## src/rtl/counter_seq_pkg.sv

```systemverilog
// counter_seq_pkg
//   Shared types and constants for the counter sequencer: the sequencer FSM
//   state encoding, the configuration register address map and the encoding
//   of an infinite repeat count.
package counter_seq_pkg;

  typedef enum logic [2:0] {
    IDLE = 3'd0,
    LOAD = 3'd1,
    RUN  = 3'd2,
    NEXT = 3'd3,
    DONE = 3'd4
  } state_e;

  // Configuration address map (START and END occupy NSEG consecutive slots)
  localparam int ADDR_START0  = 0;
  localparam int ADDR_END0    = 4;
  localparam int ADDR_LASTSEG = 8;
  localparam int ADDR_REPEAT  = 9;

  // A REPEAT value of zero means the segment list loops forever
  localparam int REPEAT_INFINITE = 0;

endpackage

```

## src/rtl/counter_seq_cfg_regs.sv

```systemverilog
// counter_seq_cfg_regs
//   Register file holding the segment list (START/END per segment), the index
//   of the last active segment and the repeat count. Writes are applied only
//   when wr_en is high; the caller folds ena and the IDLE lockout into wr_en.
//
// Ports
//   clk, rst_n   clock, asynchronous active-low reset
//   wr_en        qualified write strobe
//   addr, wdata  write address / data
//   start_val    START value of every segment
//   end_val      END value of every segment
//   last_seg     index of the last segment, clamped to NSEG-1
//   repeat_val   number of passes through the list (0 = forever)
module counter_seq_cfg_regs
  import counter_seq_pkg::*;
#(
  parameter int NSEG   = 4,
  parameter int CNT_W  = 8,
  parameter int ADDR_W = 4
) (
  input  logic                       clk,
  input  logic                       rst_n,
  input  logic                       wr_en,
  input  logic [ADDR_W-1:0]          addr,
  input  logic [CNT_W-1:0]           wdata,
  output logic [NSEG-1:0][CNT_W-1:0] start_val,
  output logic [NSEG-1:0][CNT_W-1:0] end_val,
  output logic [1:0]                 last_seg,
  output logic [CNT_W-1:0]           repeat_val
);

  localparam int         SEG_W   = $clog2(NSEG);
  localparam logic [1:0] SEG_MAX = 2'(NSEG - 1);

  logic [NSEG-1:0][CNT_W-1:0] start_q, start_d;
  logic [NSEG-1:0][CNT_W-1:0] end_q, end_d;
  logic [1:0]                 last_seg_q, last_seg_d;
  logic [CNT_W-1:0]           repeat_q, repeat_d;

  logic [ADDR_W-1:0] start_off;
  logic [ADDR_W-1:0] end_off;
  logic [1:0]        ls_req;

  // Offsets into the START and END banks; an offset >= NSEG is outside the bank
  assign start_off = addr - ADDR_W'(ADDR_START0);
  assign end_off   = addr - ADDR_W'(ADDR_END0);
  assign ls_req    = wdata[1:0];

  always_comb begin
    start_d    = start_q;
    end_d      = end_q;
    last_seg_d = last_seg_q;
    repeat_d   = repeat_q;
    if (wr_en) begin
      if (start_off < ADDR_W'(NSEG)) begin
        start_d[start_off[SEG_W-1:0]] = wdata;
      end else if (end_off < ADDR_W'(NSEG)) begin
        end_d[end_off[SEG_W-1:0]] = wdata;
      end else if (addr == ADDR_W'(ADDR_LASTSEG)) begin
        last_seg_d = (ls_req > SEG_MAX) ? SEG_MAX : ls_req;
      end else if (addr == ADDR_W'(ADDR_REPEAT)) begin
        repeat_d = wdata;
      end
    end
  end

  always_ff @(posedge clk or negedge rst_n) begin
    if (!rst_n) begin
      start_q    <= '0;
      end_q      <= '0;
      last_seg_q <= '0;
      repeat_q   <= CNT_W'(1);
    end else begin
      start_q    <= start_d;
      end_q      <= end_d;
      last_seg_q <= last_seg_d;
      repeat_q   <= repeat_d;
    end
  end

  assign start_val  = start_q;
  assign end_val    = end_q;
  assign last_seg   = last_seg_q;
  assign repeat_val = repeat_q;

endmodule

```

## src/rtl/counter_sequencer.sv

```systemverilog
// counter_sequencer
//   Walks an external loadable up-counter through a list of count segments.
//   Each segment loads START, lets the counter run until it reads back END,
//   then moves to the next segment; the list is repeated REPEAT times
//   (forever when REPEAT is 0). A one-cycle done pulse marks normal completion.
//
// Ports
//   clk, rst_n        clock, asynchronous active-low reset
//   ena               low freezes the sequencer and blocks all strobes
//   cfg_we/addr/wdata configuration write port (accepted only while idle)
//   start             launches the sequence when idle
//   abort             returns to idle immediately from any active state
//   cnt_value         counter feedback
//   cnt_load          counter load strobe, cnt_load_value its data
//   cnt_en            counter increment enable
//   cnt_oe            counter output enable
//   busy              segment list in progress
//   seg_idx           current segment index
//   done              one-cycle completion pulse
module counter_sequencer
  import counter_seq_pkg::*;
#(
  parameter int NSEG   = 4,
  parameter int CNT_W  = 8,
  parameter int ADDR_W = 4
) (
  input  logic              clk,
  input  logic              rst_n,
  input  logic              ena,
  input  logic              cfg_we,
  input  logic [ADDR_W-1:0] cfg_addr,
  input  logic [CNT_W-1:0]  cfg_wdata,
  input  logic              start,
  input  logic              abort,
  input  logic [CNT_W-1:0]  cnt_value,
  output logic              cnt_load,
  output logic [CNT_W-1:0]  cnt_load_value,
  output logic              cnt_en,
  output logic              cnt_oe,
  output logic              busy,
  output logic [1:0]        seg_idx,
  output logic              done
);

  localparam int SEG_W = $clog2(NSEG);

  logic [NSEG-1:0][CNT_W-1:0] start_val;
  logic [NSEG-1:0][CNT_W-1:0] end_val;
  logic [1:0]                 last_seg;
  logic [CNT_W-1:0]           repeat_val;

  state_e           state_q, state_d;
  logic [1:0]       seg_q, seg_d;
  logic [CNT_W-1:0] remaining_q, remaining_d;

  logic cfg_wr;
  logic at_end;

  // Configuration is locked while a sequence is active
  assign cfg_wr = cfg_we & ena & (state_q == IDLE);

  counter_seq_cfg_regs #(
    .NSEG   (NSEG),
    .CNT_W  (CNT_W),
    .ADDR_W (ADDR_W)
  ) u_cfg_regs (
    .clk        (clk),
    .rst_n      (rst_n),
    .wr_en      (cfg_wr),
    .addr       (cfg_addr),
    .wdata      (cfg_wdata),
    .start_val  (start_val),
    .end_val    (end_val),
    .last_seg   (last_seg),
    .repeat_val (repeat_val)
  );

  assign at_end = (cnt_value == end_val[seg_q[SEG_W-1:0]]);

  always_comb begin
    state_d        = state_q;
    seg_d          = seg_q;
    remaining_d    = remaining_q;
    cnt_load       = 1'b0;
    cnt_load_value = '0;
    cnt_en         = 1'b0;
    done           = 1'b0;
    // Purely state-derived, so they hold naturally while ena is low
    cnt_oe         = (state_q == RUN) || (state_q == NEXT) || (state_q == DONE);
    busy           = (state_q == LOAD) || (state_q == RUN) || (state_q == NEXT);

    if (ena) begin
      if (abort && (state_q != IDLE)) begin
        state_d = IDLE;
        seg_d   = 2'd0;
      end else begin
        unique case (state_q)
          IDLE: begin
            if (start && !abort) begin
              state_d     = LOAD;
              seg_d       = 2'd0;
              remaining_d = repeat_val;
            end
          end
          LOAD: begin
            cnt_load       = 1'b1;
            cnt_load_value = start_val[seg_q[SEG_W-1:0]];
            state_d        = RUN;
          end
          RUN: begin
            // The counter parks on END for the final RUN cycle
            cnt_en = !at_end;
            if (at_end) state_d = NEXT;
          end
          NEXT: begin
            if (seg_q < last_seg) begin
              seg_d   = seg_q + 2'd1;
              state_d = LOAD;
            end else if (repeat_val == CNT_W'(REPEAT_INFINITE)) begin
              seg_d   = 2'd0;
              state_d = LOAD;
            end else if (remaining_q == CNT_W'(1)) begin
              state_d = DONE;
            end else begin
              remaining_d = remaining_q - CNT_W'(1);
              seg_d       = 2'd0;
              state_d     = LOAD;
            end
          end
          DONE: begin
            done    = 1'b1;
            state_d = IDLE;
          end
          default: begin
            state_d = IDLE;
            seg_d   = 2'd0;
          end
        endcase
      end
    end
  end

  always_ff @(posedge clk or negedge rst_n) begin
    if (!rst_n) begin
      state_q     <= IDLE;
      seg_q       <= 2'd0;
      remaining_q <= '0;
    end else begin
      state_q     <= state_d;
      seg_q       <= seg_d;
      remaining_q <= remaining_d;
    end
  end

  assign seg_idx = seg_q;

endmodule

```

## config.mk

```make
export PLATFORM = sky130hd
export DESIGN_NAME = counter_sequencer
export DESIGN_NICKNAME = d
export VERILOG_FILES = /design/src/rtl/counter_seq_pkg.sv /design/src/rtl/counter_seq_cfg_regs.sv /design/src/rtl/counter_sequencer.sv
export SDC_FILE = /design/constraint.sdc
export NUM_CORES = 1
export LEC_CHECK = 0
export CAP_MARGIN = 25
export CORE_ASPECT_RATIO = 1.5
export CORE_MARGIN = 8
export CORE_UTILIZATION = 45
export CTS_BUF_LIST = sky130_fd_sc_hd__clkbuf_2 sky130_fd_sc_hd__clkbuf_4 sky130_fd_sc_hd__clkbuf_8
export CTS_CLUSTER_SIZE = 8
export DETAILED_ROUTE_END_ITERATION = 16
export DONT_BUFFER_PORTS = 1
export HOLD_SLACK_MARGIN = 0.12
export PLACE_DENSITY = 0.58
export SLEW_MARGIN = 20
export SYNTH_ARGS = -nofsm -noshare
export SYNTH_HDL_FRONTEND = slang
export SYNTH_HIERARCHICAL = 1
export SYNTH_SLANG_ARGS = --single-unit
export TNS_END_PERCENT = 50
```

## constraint.sdc

```tcl
create_clock -name clk -period 3.2 [get_ports clk]
set_input_delay 0.32 -clock clk [delete_from_list [all_inputs] [get_ports clk]]
set_output_delay 0.32 -clock clk [all_outputs]
set_load 0.05 [all_outputs]
```

# Word-level counts from Yosys, hierarchy flattened
# Cells that the tools add are included.
# word_totals
regBits	87
inputBits	26
# op_classes
n_addsub	3
n_lt_le_gt_ge	9
n_eq_ne	16
mux	41
bitwise	6
reduce_logical	22
# op_table
cell	count
8-bit two-way mux	11
32-bit bitwise mux	2
8-bit binary-select mux with 2-bit select	2
8-bit demux with 2-bit select	2
3-bit two-way mux	6
8-bit case mux with 2 select lines	1
2-bit two-way mux	6
3-bit case mux with 4 select lines	1
2-bit by 3-bit less-than comparator with 1-bit output (second input constant)	3
1-bit two-way mux	9
4-bit equality test (second input constant)	2
8-bit by 1-bit equality test with 1-bit output (second input constant)	1
8-bit equality test	1
8-bit zero test	1
4-bit by 3-bit less-than comparator with 1-bit output (second input constant)	2
4-bit AND reduction	2
8-bit by 1-bit subtractor with 8-bit output (second input constant)	1
7-bit AND reduction	1
3-bit by 2-bit equality test with 1-bit output (second input constant)	2
2-bit inequality test (second input constant)	3
2-bit case mux with 3 select lines	1
3-bit AND reduction	2
5-bit inequality test (second input constant)	1
5-bit AND reduction	1
other kinds (20)	33

# Longest topological paths before layout
# Gate-level depths: netlist (run 1).
# depth
word_depth	7
depth_mapped	8

# Cells and area by module
# The synthesis (run 1) kept the hierarchy.
# by_module_without_submodules
mod	instances	cells_each	area_per_inst_um2
counter_seq_cfg_regs	1	170	2817.7
counter_sequencer	1	165	1551.5

# Least setup slack after synthesis (run 1)
# Ideal clock, no wire load.
# synth_path
kind	register to output
startpoint	register seg_q[0] (netlist: seg_idx[0])
endpoint	output port cnt_en
arrival_ns	2.355
required_ns	2.880
setup_slack_ns	0.525
stages_incl_launch_ff	7
n_path_buf	1
cell_sequence	dfrtp_1 > buf_6 > mux4_2 > xnor2_1 > nand4_1 > o21ai_0 > nor2_1
# synth_via
elab_chain_cells	7
# synth_lines
item	line	source
start: declaration	counter_sequencer.sv:53	logic [1:0] seg_q, seg_d;
start signal: assignment	counter_sequencer.sv:150	seg_q <= seg_d;
8-bit binary-select mux with 2-bit select	counter_sequencer.sv:78	assign at_end = (cnt_value == end_val[seg_q[SEG_W-1:0]]);
8-bit two-way mux (implied by the code)	counter_sequencer.sv:78	
8-bit equality test	counter_sequencer.sv:78	
1-bit zero test	counter_sequencer.sv:112	cnt_en = !at_end;
1-bit two-way mux	counter_sequencer.sv:97	unique case (state_q)
1-bit two-way mux	counter_sequencer.sv:93	if (abort && (state_q != IDLE)) begin
1-bit two-way mux	counter_sequencer.sv:92	if (ena) begin
end: declaration	counter_sequencer.sv:38	output logic cnt_en,
# No other way between the ends. The select of a mux whose other input is x is not followed.

# Worst setup path in the final report (run 1)
# layout_path
startpoint	register state_q[1]
endpoint	register u_cfg_regs.repeat_q[7] (netlist: u_cfg_regs/repeat_val[7])
# layout_via
elab_chain_cells	3
# layout_lines
item	line	source
start: declaration	counter_sequencer.sv:52	state_e state_q, state_d;
start signal: assignment	counter_sequencer.sv:149	state_q <= state_d;
3-bit zero test	counter_sequencer.sv:60	assign cfg_wr = cfg_we & ena & (state_q == IDLE);
1-bit AND	counter_sequencer.sv:60	
named net cfg_wr	counter_sequencer.sv:56	logic cfg_wr;
5-bit AND reduction (no source line)	n/a	
end signal: assignment	counter_seq_cfg_regs.sv:77	repeat_q <= repeat_d;
end: declaration	counter_seq_cfg_regs.sv:38	logic [CNT_W-1:0] repeat_q, repeat_d;
# The timed path passes the listed nets, and every way through them passes these cells.
# A chain may end at the register's enable or synchronous reset.

==> metrics.md, run 1 <==
| Metric | Value |
|---|---|
| Outcome | `complete, no violations` |
| Top-level port count | `41` |
| Count of vias placed by the detailed router | `2736` |
| Count of different cell masters after synthesis | `47` |
| Number of I/O port buffers | `0` |
| Prevailing post-synth register cell | `sky130_fd_sc_hd__dfrtp_1` |
| Switching share of power | `0.314` |
| Area leader, netlist | `sky130_fd_sc_hd__dfrtp_1` |
| GRT overflow | `0` |
| Combined flip-flop and latch cell area | `2180 um^2` |
| Count of state elements after synthesis | `87` |
| Clock latency of the later-clocked register in the worst-skew pair | `0.36 ns` |
| CP max FO | `10` |
| Cell count after synthesis | `335` |
| Starting density of the core | `0.456` |
| Remaining antenna violation count after routing | `0` |
| Sequential share of power | `0.479` |
| Placer's final routability congestion estimate | `0.802` |
| Int Pwr | `2.37 mW` |
| Number of optimization iterations in the first detailed-route pass | `4` |
| Pin count of the biggest net entering global routing | `88` |
| TritonCTS sink count | `87` |
| Area of the multi-input gates | `2070 um^2` |
| Layout Cells excl Fill | `473` |
| CTS Root Cell | `sky130_fd_sc_hd__clkbuf_8` |
| Part of the power in the clock network | `0.230` |
| Global-route wire length before repair | `15.5 mm` |
| Core Rows | `44` |
| Average wire per standard cell | `20.5 um` |
| Std-Cell Core Area | `9580 um^2` |
| Final Critical Period | `2.65 ns` |
| Clock Path Buffers | `2` |
| Slew at the pin closest to its max-slew limit | `0.885 ns` |
| Top cells by instance count after synthesis | `86 x sky130_fd_sc_hd__dfrtp_1, 74 x sky130_fd_sc_hd__mux2_2, 23 x sky130_fd_sc_hd__o21ai_0, 16 x sky130_fd_sc_hd__mux4_2, 14 x sky130_fd_sc_hd__nor2_1` |
| Routed wire length | `9.72 mm` |
| Synthesized Nets | `364` |
| Number of enable flip-flop cells after synthesis | `0` |
| Post-route DRC | `0` |
| Area fraction of the dominant cell type after synthesis | `0.493` |
| Total leakage power | `2.14 nW` |
| Fillcell total | `868` |
| Fmax | `0.377 GHz` |
| Antenna violations before repair | `0` |
| Type of origin of the critical path | `flip-flop` |
| Clock transition at path regs | `0.09 ns` |
| CTS Buf Count | `9` |
| Total power divided by cell area | `716 nW/um^2` |
| CTS HTree Levels | `3` |
| Nets | `382` |
| VDD IR max | `395 uV` |
| Net switching power | `1.09 mW` |
| Most frequent cell after synthesis | `sky130_fd_sc_hd__dfrtp_1` |
| Maximum clock skew at final layout | `0.0126 ns` |
| Post-CTS Resized | `0` |
| Final cycle utilization of the critical path | `0.829` |
| Initial DRC count | `152` |
| Fraction of registers with async set/reset | `1.00` |
| Inserted Diodes | `0` |
| Arrival time of the worst setup path | `2.89 ns` |
| Clock tree from TritonCTS | `yes` |
| Register area share after synthesis | `0.499` |
| Mapped Avg Cell Area | `13.0 um^2` |
| Post-detailed-placement half-perimeter wirelength | `6.65 mm` |
| Core occupancy in the finished layout | `0.505` |
| Netlist area before placement | `4370 um^2` |
| Via count normalized by instance count | `5.78` |
| Slew margin rel. | `0.408` |
| Growth of design area from synthesis to finish | `10.7%` |
| YS warnings | `6` |
| Total die area | `13200 um^2` |
| Type of the tightest min-delay check | `input port to flip-flop` |
| Total of max-cap violations | `0` |
| Total track usage | `0.158` |
| RSZ-0062 raised after global routing | `no` |
| Layout cell share with drive strength beyond 1 | `0.374` |
| Number of global-route vias before repair | `2808` |
| Die width | `96.5 um` |
| Worst setup path class | `flip-flop to flip-flop` |
| Number of hold violations in the final report | `0` |
| Total of endpoints with negative setup slack in the final report | `0` |
| Logic gate share of total power | `0.291` |
| Count of placed standard cells including taps | `447` |
| Die Height | `137 um` |
| Hold Slack | `0.183 ns` |
| Most area-consuming cells after synthesis | `sky130_fd_sc_hd__dfrtp_1 49%, sky130_fd_sc_hd__mux2_2 19%, sky130_fd_sc_hd__mux4_2 8.2%, sky130_fd_sc_hd__o21ai_0 2.6%, sky130_fd_sc_hd__xnor2_1 1.8%` |
| CP endpoint kind | `flip-flop` |
| Final Slew Violations | `0` |
| Worst path required time | `3.43 ns` |
| Setup tns final | `0 ns` |
==> power groups by stage <==
stage,Combinational (mW),Clock [mW],Sequential (mW)
final,1.01,0.797,1.66
after CTS,1.02,0.820,1.66
after global placement,0.952,0,1.67
after global routing,1.11,0.866,1.71
after floorplan,0.889,0,1.59
after detailed placement,0.966,0,1.68
==> final timing paths <==
kind | to | from | slack, ns | depth (start not counted)
setup reg to reg | u_cfg_regs/repeat_val[7] | state_q[1] | 0.55 | 6
min in group asynchronous | state_q[2] | rst_n | 0.51 | 2
setup / recovery | u_cfg_regs/repeat_val[7] | state_q[1] | 0.55 | 6
hold reg to reg | u_cfg_regs/start_val[31] | u_cfg_regs/start_val[31] | 0.51 | 1
max in group asynchronous | seg_idx[0] | rst_n | 2.31 | 2
hold / removal | state_q[0] | ena | 0.18 | 2
==> cell type report <==
class,instances,share of cell area
flip-flops and latches,87,0.451
clock buffers,13,0.0331
repair buffers,23,0.0445
clock inverters,3,0.00880
multi-input cells,225,0.428
well taps,115,0.0298
inverters,7,0.00543
==> worst max-delay path, stage by stage (launching register included) <==
cell                       delay (ns)
sky130_fd_sc_hd__dfrtp_1         0.50
sky130_fd_sc_hd__nor2_1          0.26
sky130_fd_sc_hd__nand2_1         0.11
sky130_fd_sc_hd__nor3b_1         0.43
sky130_fd_sc_hd__nand3b_1        0.22
sky130_fd_sc_hd__nor3b_2         0.60
sky130_fd_sc_hd__mux2_2          0.41
==> per-layer routing <==
layer	routed length (um)	GRT usage
met5	0	0
met4	121	0.0533
met3	512	0.0483
met2	4880	0.256
met1	4200	0.194
==> layout by cell type, fill, tap and decap left out, drive strengths merged, types with 3 or more instances in the layout <==
master,netlist,final
a21oi,8,8
a22oi,3,3
buf,10,14
clkbuf,6,13
dfrtp,86,86
dlygate4sd3,0,9
ha,3,3
inv,7,7
mux2,75,75
mux4,16,16
nand2,12,12
nand2b,6,6
nand3,5,5
nand3b,3,3
nor2,17,17
nor2b,8,8
nor3,6,6
nor3b,5,5
o21ai,23,23
or4,3,3
xnor2,9,9
==> state kept, by name (all words and copies together) (netlist names) <==
signal,cells
u_cfg_regs/repeat_val,8
u_cfg_regs/start_val,32
u_cfg_regs/end_val,32
state_q,3
u_cfg_regs/last_seg,2
seg_idx,2
remaining_q,8
==> cell families after synthesis <==
| kind of cell | share of synthesized area |
|---|---|
| xor+xnor | 0.0180 |
| fa+ha+maj | 0.00859 |
| flops | 0.499 |
| compound gates | 0.0584 |
| mux | 0.279 |
| buf+inv | 0.0284 |
| simple gates | 0.109 |
==> through the flow <==
stage | area [um^2] | worst slack, ns | power (mW)
floorplan | 4370 | 0.525 | 2.48
global placement | 4510 | 0.653 | 2.62
detailed placement | 4510 | 0.638 | 2.65
CTS | 4830 | 0.480 | 3.50
global route | 4830 | 0.349 | 3.69
finish | 4830 | 0.547 | 3.46
==> what timing repair did <==
action | CTS | global route
hold endpoints to repair | 161 | 0
setup buffers | 0 | 0
hold buffers | 10 | 0
Note: power is estimated with default switching activity, not from simulation.
==> run 2, diff against run 1 <==
clock period = 2.53 ns   (was 3.2 ns; I/O delays follow)
==> run 2 against run 1 <==
  * Die area unchanged
  * Critical path depth up 1
  * Clock skew is 0.0024 ns lower
  * Sequential share of layout area decreased by 1.2 points
  * Power is 29% higher
  * Sequential power grew 23%
  * Register-to-register slack worse by 0.42 ns
  * Count of clock-buffer cells in the layout is 4 lower
  * Final area grew 2.7%
  * Highest routed layer unchanged
==> metrics.md, run 2 (synthesized netlist as in run 1, its figures left out) <==
| Metric | Value |
|---|---|
| Initial DRC count | `136` |
| CP max FO | `4` |
| Leading cell types in the layout, fill and taps excluded | `84 x sky130_fd_sc_hd__dfrtp_1, 74 x sky130_fd_sc_hd__mux2_2, 23 x sky130_fd_sc_hd__buf_4, 22 x sky130_fd_sc_hd__o21ai_0, 16 x sky130_fd_sc_hd__mux4_2` |
| Post-detailed-placement half-perimeter wirelength | `6.57 mm` |
| Type of the tightest min-delay check | `input port to flip-flop` |
| Clock latency of the later-clocked register in the worst-skew pair | `0.37 ns` |
| Total power divided by cell area | `898 nW/um^2` |
| Number of I/O port buffers | `0` |
| RSZ-0062 raised after global routing | `yes` |
| Total leakage power | `2.21 nW` |
| Growth of design area from synthesis to finish | `13.7%` |
| Std-Cell Core Area | `9580 um^2` |
| Total die area | `13200 um^2` |
| Hold Slack | `0.138 ns` |
| Clock tree from TritonCTS | `yes` |
| Inserted Diodes | `0` |
| Starting density of the core | `0.456` |
| Pin count of the biggest net entering global routing | `88` |
| Worst setup path class | `flip-flop to primary output` |
| Arrival time of the worst setup path | `2.20 ns` |
| Cell repeated most along the worst path | `sky130_fd_sc_hd__buf_4` |
| Top-level port count | `41` |
| Final cycle utilization of the critical path | `0.970` |
| Fillcell total | `845` |
| Slew margin rel. | `0.626` |
| Post-route DRC | `0` |
| Type of origin of the critical path | `flip-flop` |
| Core occupancy in the finished layout | `0.519` |
| CP endpoint kind | `primary output` |
| Total of max-cap violations | `0` |
| Number of hold violations in the final report | `0` |
| R2R Setup Slk | `0.13 ns` |
| Outcome | `complete, no violations` |
| Core Rows | `44` |
| Cell area after layout | `4970 um^2` |
| Number of optimization iterations in the first detailed-route pass | `4` |
| Clock transition at path regs | `0.09 ns` |
| Count of placed standard cells including taps | `456` |
| Layout cell share with drive strength beyond 1 | `0.404` |
| Global-route wire length before repair | `15.5 mm` |
| GRT overflow | `0` |
| Layout Cells excl Fill | `486` |
| CTS Root Cell | `sky130_fd_sc_hd__clkbuf_8` |
| Fmax | `0.408 GHz` |
| Routed wire length | `9.65 mm` |
| Standard cell with the maximum stage delay on the critical path | `sky130_fd_sc_hd__mux4_2` |
| Nets | `395` |
| Final Slew Violations | `0` |
| Pre-CTS setup slack | `0.145 ns` |
| Maximum clock skew at final layout | `0.0102 ns` |
| Clock Path Buffers | `2` |
| Average wire per standard cell | `19.9 um` |
| Post-layout power | `4.46 mW` |
| CTS HTree Levels | `3` |
| VDD IR max | `446 uV` |
| Setup tns final | `0 ns` |
| TritonCTS sink count | `87` |
| Total of endpoints with negative setup slack in the final report | `0` |
| Die width | `96.5 um` |
| Most frequent standard cell in the layout excluding fill and tap cells | `sky130_fd_sc_hd__dfrtp_1` |
| Remaining antenna violation count after routing | `0` |
| Antenna violations before repair | `0` |
| Instance area at placement | `4580 um^2` |
| Count of vias placed by the detailed router | `2732` |
| CP cell instances | `buf_4 -> mux4_2 -> xnor2_2 -> nand4_1 -> o21ai_2 -> nor2_2 -> buf_4` |
| Final Critical Period | `2.45 ns` |
| CTS Buf Count | `9` |
| Number of global-route vias before repair | `2943` |
| Post-route setup slack | `0.0770 ns` |
| Slew at the pin closest to its max-slew limit | `0.560 ns` |
| Via count normalized by instance count | `5.62` |
| Crit path largest cell delay | `0.53 ns` |
| Worst path required time | `2.28 ns` |
| Placer's final routability congestion estimate | `0.809` |
| Die Height | `137 um` |
| Total track usage | `0.158` |
run 2: cell types whose count changed in the layout (fill, tap and decap cells not counted), sizes merged:
cell / delta
buf: +11
clkbuf: -4
clkinv: +4
dlygate4sd3: +2
run 2: layer usage:
metal	vias up	part of all wire	global-route usage
met5	-	0	0
met4	0	0.011	0.0626
met3	8	0.050	0.0423
met2	53	0.50	0.258
met1	1384	0.43	0.191
li1	1287	-	-
run 2: final timing paths:
check | to | cells after the start | startpoint
setup / recovery | cnt_en | 7 | seg_idx[0]
hold / removal | state_q[2] | 3 | ena
setup reg to reg | u_cfg_regs/start_val[5] | 7 | state_q[0]
hold reg to reg | u_cfg_regs/start_val[18] | 1 | u_cfg_regs/start_val[18]
max in group asynchronous | u_cfg_regs/repeat_val[0] | 2 | rst_n
min in group asynchronous | remaining_q[6] | 2 | rst_n
run 2: repair_timing:
action                                  4_1_cts  5_1_grt
endpoints found under the setup margin        9        9
pin swaps                                     0        2
hold buffers                                 12        0
hold endpoints to repair                    165        0
gates resized for setup                       2        3
setup buffers                                 2        0
run 2: where the power goes:
| part | switching [mW] | internal, mW |
|---|---|---|
| Clock | 0.529 | 0.458 |
| Sequential | 0.238 | 1.81 |
| Combinational | 0.683 | 0.741 |
run 2: worst max-delay path: cells and delay by family (launching register included):
kind                   cells  cell delay [ns]
XOR/XNOR                   1             0.14
AO/OA/AOI/OAI              1             0.21
AND/OR/NAND/NOR            2             0.21
buffers and inverters      2             0.34
multiplexers               1             0.53
flip-flops                 1             0.40
run 2: area by class of cell:
type / count / area (um^2) / share of cell area
sequential: 87 / 2180 / 0.439
multi-input combinational: 225 / 2090 / 0.420
timing repair buffer: 36 / 330 / 0.0665
tap: 115 / 144 / 0.0290
clock buffer: 9 / 124 / 0.0249
clock inverter: 7 / 73.8 / 0.0149
inverter: 7 / 26.3 / 0.00529
==> run 3, diff against run 2 <==
ABC_AREA = 1   (was unset)
==> run 3 against run 2 <==
  * Non-clock buffer count fell by 6
  * Combinational power rose by 15%
  * Die area rose by 11%
  * Synthesized area rose by 13%
  * Flip-flop and latch count did not move
  * Setup slack improved by 0.077 ns
  * Critical endpoint is now cnt_load_value[3]
  * Largest power group unchanged
  * Highest routed layer unchanged
==> metrics.md, run 3 <==
| Metric | Value |
|---|---|
| Clock transition at path regs | `0.09 ns` |
| Nets | `708` |
| CTS Buf Count | `9` |
| Number of optimization iterations in the first detailed-route pass | `5` |
| Total die area | `14700 um^2` |
| Post-route DRC | `0` |
| Number of hold violations in the final report | `0` |
| Die width | `102 um` |
| Source of the worst register-to-register timing path | `seg_idx[1]` |
| Placer's final routability congestion estimate | `0.844` |
| Register area share after synthesis | `0.440` |
| Number of I/O port buffers | `0` |
| Most area-consuming cells after synthesis | `sky130_fd_sc_hd__dfrtp_1 43%, sky130_fd_sc_hd__nand2_1 20%, sky130_fd_sc_hd__nand3_1 7.1%, sky130_fd_sc_hd__nand4_1 4.4%, sky130_fd_sc_hd__inv_1 3.7%` |
| Pin count of the biggest net entering global routing | `88` |
| Leading cell types in the layout, fill and taps excluded | `262 x sky130_fd_sc_hd__nand2_1, 84 x sky130_fd_sc_hd__dfrtp_1, 70 x sky130_fd_sc_hd__nand3_1, 46 x sky130_fd_sc_hd__inv_1, 41 x sky130_fd_sc_hd__nor2_1` |
| Most frequent cell after synthesis | `sky130_fd_sc_hd__nand2_1` |
| RSZ-0062 raised after global routing | `no` |
| Layout cell share with drive strength beyond 1 | `0.113` |
| Layout Cells excl Fill | `833` |
| Number of global-route vias before repair | `4449` |
| Count of vias placed by the detailed router | `4419` |
| Final cycle utilization of the critical path | `0.939` |
| Core occupancy in the finished layout | `0.499` |
| Mapped Avg Cell Area | `7.35 um^2` |
| Initial DRC count | `276` |
| Clock tree from TritonCTS | `yes` |
| Final Slew Violations | `0` |
| Global-route wire length before repair | `22.8 mm` |
| Via count normalized by instance count | `5.30` |
| Std-Cell Core Area | `10900 um^2` |
| Slew at the pin closest to its max-slew limit | `0.560 ns` |
| Routed wire length | `13.6 mm` |
| Clock Path Buffers | `2` |
| Area leader, netlist | `sky130_fd_sc_hd__dfrtp_1` |
| R2R Setup Slk | `0.51 ns` |
| Post-layout power | `4.66 mW` |
| Synthesized Nets | `703` |
| Cell area after layout | `5430 um^2` |
| Instance area at placement | `5060 um^2` |
| Count of placed standard cells including taps | `802` |
| Average wire per standard cell | `16.3 um` |
| Clock latency of the later-clocked register in the worst-skew pair | `0.36 ns` |
| Type of origin of the critical path | `flip-flop` |
| Core Rows | `47` |
| Cell count after synthesis | `674` |
| Growth of design area from synthesis to finish | `9.68%` |
| Slew margin rel. | `0.625` |
| Worst Reg2Reg Path Length in Cells | `9` |
| Starting density of the core | `0.455` |
| Hold Slack | `0.135 ns` |
| Cell repeated most along the worst path | `sky130_fd_sc_hd__inv_1` |
| CTS Root Cell | `sky130_fd_sc_hd__clkbuf_8` |
| Antenna violations before repair | `2` |
| GRT overflow | `0` |
| Fmax | `0.421 GHz` |
| CP endpoint kind | `primary output` |
| CTS HTree Levels | `3` |
| Count of state elements after synthesis | `87` |
| Worst path required time | `2.28 ns` |
| Worst setup path class | `flip-flop to primary output` |
| Crit path capture | `cnt_load_value[3]` |
| Type of the tightest min-delay check | `input port to flip-flop` |
| Area of the multi-input gates | `2340 um^2` |
| Post-route setup slack | `0.154 ns` |
| Fraction of registers with async set/reset | `1.00` |
| Buf/Inv on CP | `5` |
| Total of endpoints with negative setup slack in the final report | `0` |
| Pre-CTS setup slack | `0.373 ns` |
| Dominant delay contributor by cell family on the critical path | `buffers and inverters` |
| Crit path largest cell delay | `0.41 ns` |
| Combined flip-flop and latch cell area | `2180 um^2` |
| Top-level port count | `41` |
| VDD IR max | `351 uV` |
| TritonCTS sink count | `87` |
| Total of max-cap violations | `0` |
| Count of different cell masters after synthesis | `35` |
| Outcome | `complete, no violations` |
| Fillcell total | `1106` |
| Maximum clock skew at final layout | `0.0104 ns` |
| Number of enable flip-flop cells after synthesis | `0` |
| Arrival time of the worst setup path | `2.12 ns` |
| Total leakage power | `2.78 nW` |
| Prevailing post-synth register cell | `sky130_fd_sc_hd__dfrtp_1` |
| CP cell instances | `inv_2 -> nand2_1 -> nor2_2 -> inv_1 -> nand2_2 -> inv_1 -> nor3_4 -> buf_12 -> nand2_1 -> inv_1` |
| Setup tns final | `0 ns` |
| Die Height | `144 um` |
| Endpoint of the worst register-to-register path | `remaining_q[7]` |
| Total power divided by cell area | `857 nW/um^2` |
| Top cells by instance count after synthesis | `262 x sky130_fd_sc_hd__nand2_1, 86 x sky130_fd_sc_hd__dfrtp_1, 70 x sky130_fd_sc_hd__nand3_1, 49 x sky130_fd_sc_hd__inv_1, 42 x sky130_fd_sc_hd__nor2_1` |
| Total track usage | `0.203` |
| Post-detailed-placement half-perimeter wirelength | `9.29 mm` |
| Setup crit start | `state_q[0]` |
| CP max FO | `9` |
| Area fraction of the dominant cell type after synthesis | `0.435` |
| Netlist area before placement | `4950 um^2` |
| Final Critical Period | `2.38 ns` |
| Most frequent standard cell in the layout excluding fill and tap cells | `sky130_fd_sc_hd__nand2_1` |
| Standard cell with the maximum stage delay on the critical path | `sky130_fd_sc_hd__dfrtp_1` |
| WP depth | `10` |
| Remaining antenna violation count after routing | `0` |
| YS warnings | `6` |
==> run 3: cell types whose count changed after synthesis, moves of 28 or more <==
cell                      delta
sky130_fd_sc_hd__inv_1      +42
sky130_fd_sc_hd__mux2_2     -74
sky130_fd_sc_hd__nand2_1   +250
sky130_fd_sc_hd__nand3_1    +65
sky130_fd_sc_hd__nand4_1    +33
sky130_fd_sc_hd__nor2_1     +28
==> run 3: final cells by class <==
| cell class | instances | area share |
|---|---|---|
| sequential | 87 | 0.402 |
| inverter | 56 | 0.0440 |
| tap | 147 | 0.0339 |
| antenna | 2 | 0.000921 |
| clock inverter | 4 | 0.00369 |
| timing repair buffer | 30 | 0.0555 |
| clock buffer | 12 | 0.0293 |
| multi-input combinational | 495 | 0.431 |
==> run 3: logic make-up (layout without fill, tap and decap cells) <==
logic type               after synthesis  count (layout)  share of synthesized area
other                                  0               2                          0
adder cells (fa/ha/maj)                3               3                    0.00758
AND/OR/NAND/NOR                      432             432                      0.387
AO/OA/AOI/OAI                         57              57                     0.0723
XOR/XNOR                               3               3                    0.00531
buffers and inverters                 92             102                     0.0877
flip-flops                            87              87                      0.440
==> run 3: where the power goes <==
| part | switching (mW) | internal [mW] |
|---|---|---|
| clock network | 0.494 | 0.416 |
| logic | 1.06 | 0.570 |
| registers | 0.268 | 1.84 |
| total | 1.83 | 2.83 |
==> run 3: metal layers <==
layer | part of all wire | GRT usage
met3 | 0.044 | 0.0419
met1 | 0.42 | 0.241
met4 | 0.033 | 0.0969
met2 | 0.51 | 0.340
met5 | 0 | 0
==> run 3: how the worst min path moves through the flow <==
stage                           start                        to  slack, ns  depth (start not counted)
after global placement          rst_n            remaining_q[4]      -0.04                          0
after floorplan                 rst_n            remaining_q[0]      -0.04                          0
after detailed placement        rst_n            remaining_q[4]      -0.04                          0
after CTS                 cfg_addr[0]  u_cfg_regs/start_val[23]       0.12                          3
after global routing      cfg_addr[0]  u_cfg_regs/start_val[17]       0.14                          3
final                     cfg_addr[0]  u_cfg_regs/start_val[23]       0.14                          3
==> run 3: repair_timing <==
action,in CTS,in global routing
endpoints found under the hold margin,161,0
pin swaps,1,0
setup endpoints to repair,8,4
resized for setup,0,10
buffers inserted,1,0
hold buffers,12,0
==> run 3: worst min-delay path: stages <==
cell and delay [ns]:
sky130_fd_sc_hd__nor2_4 0.07, sky130_fd_sc_hd__nand4_1 0.09, sky130_fd_sc_hd__nand2_1 0.05
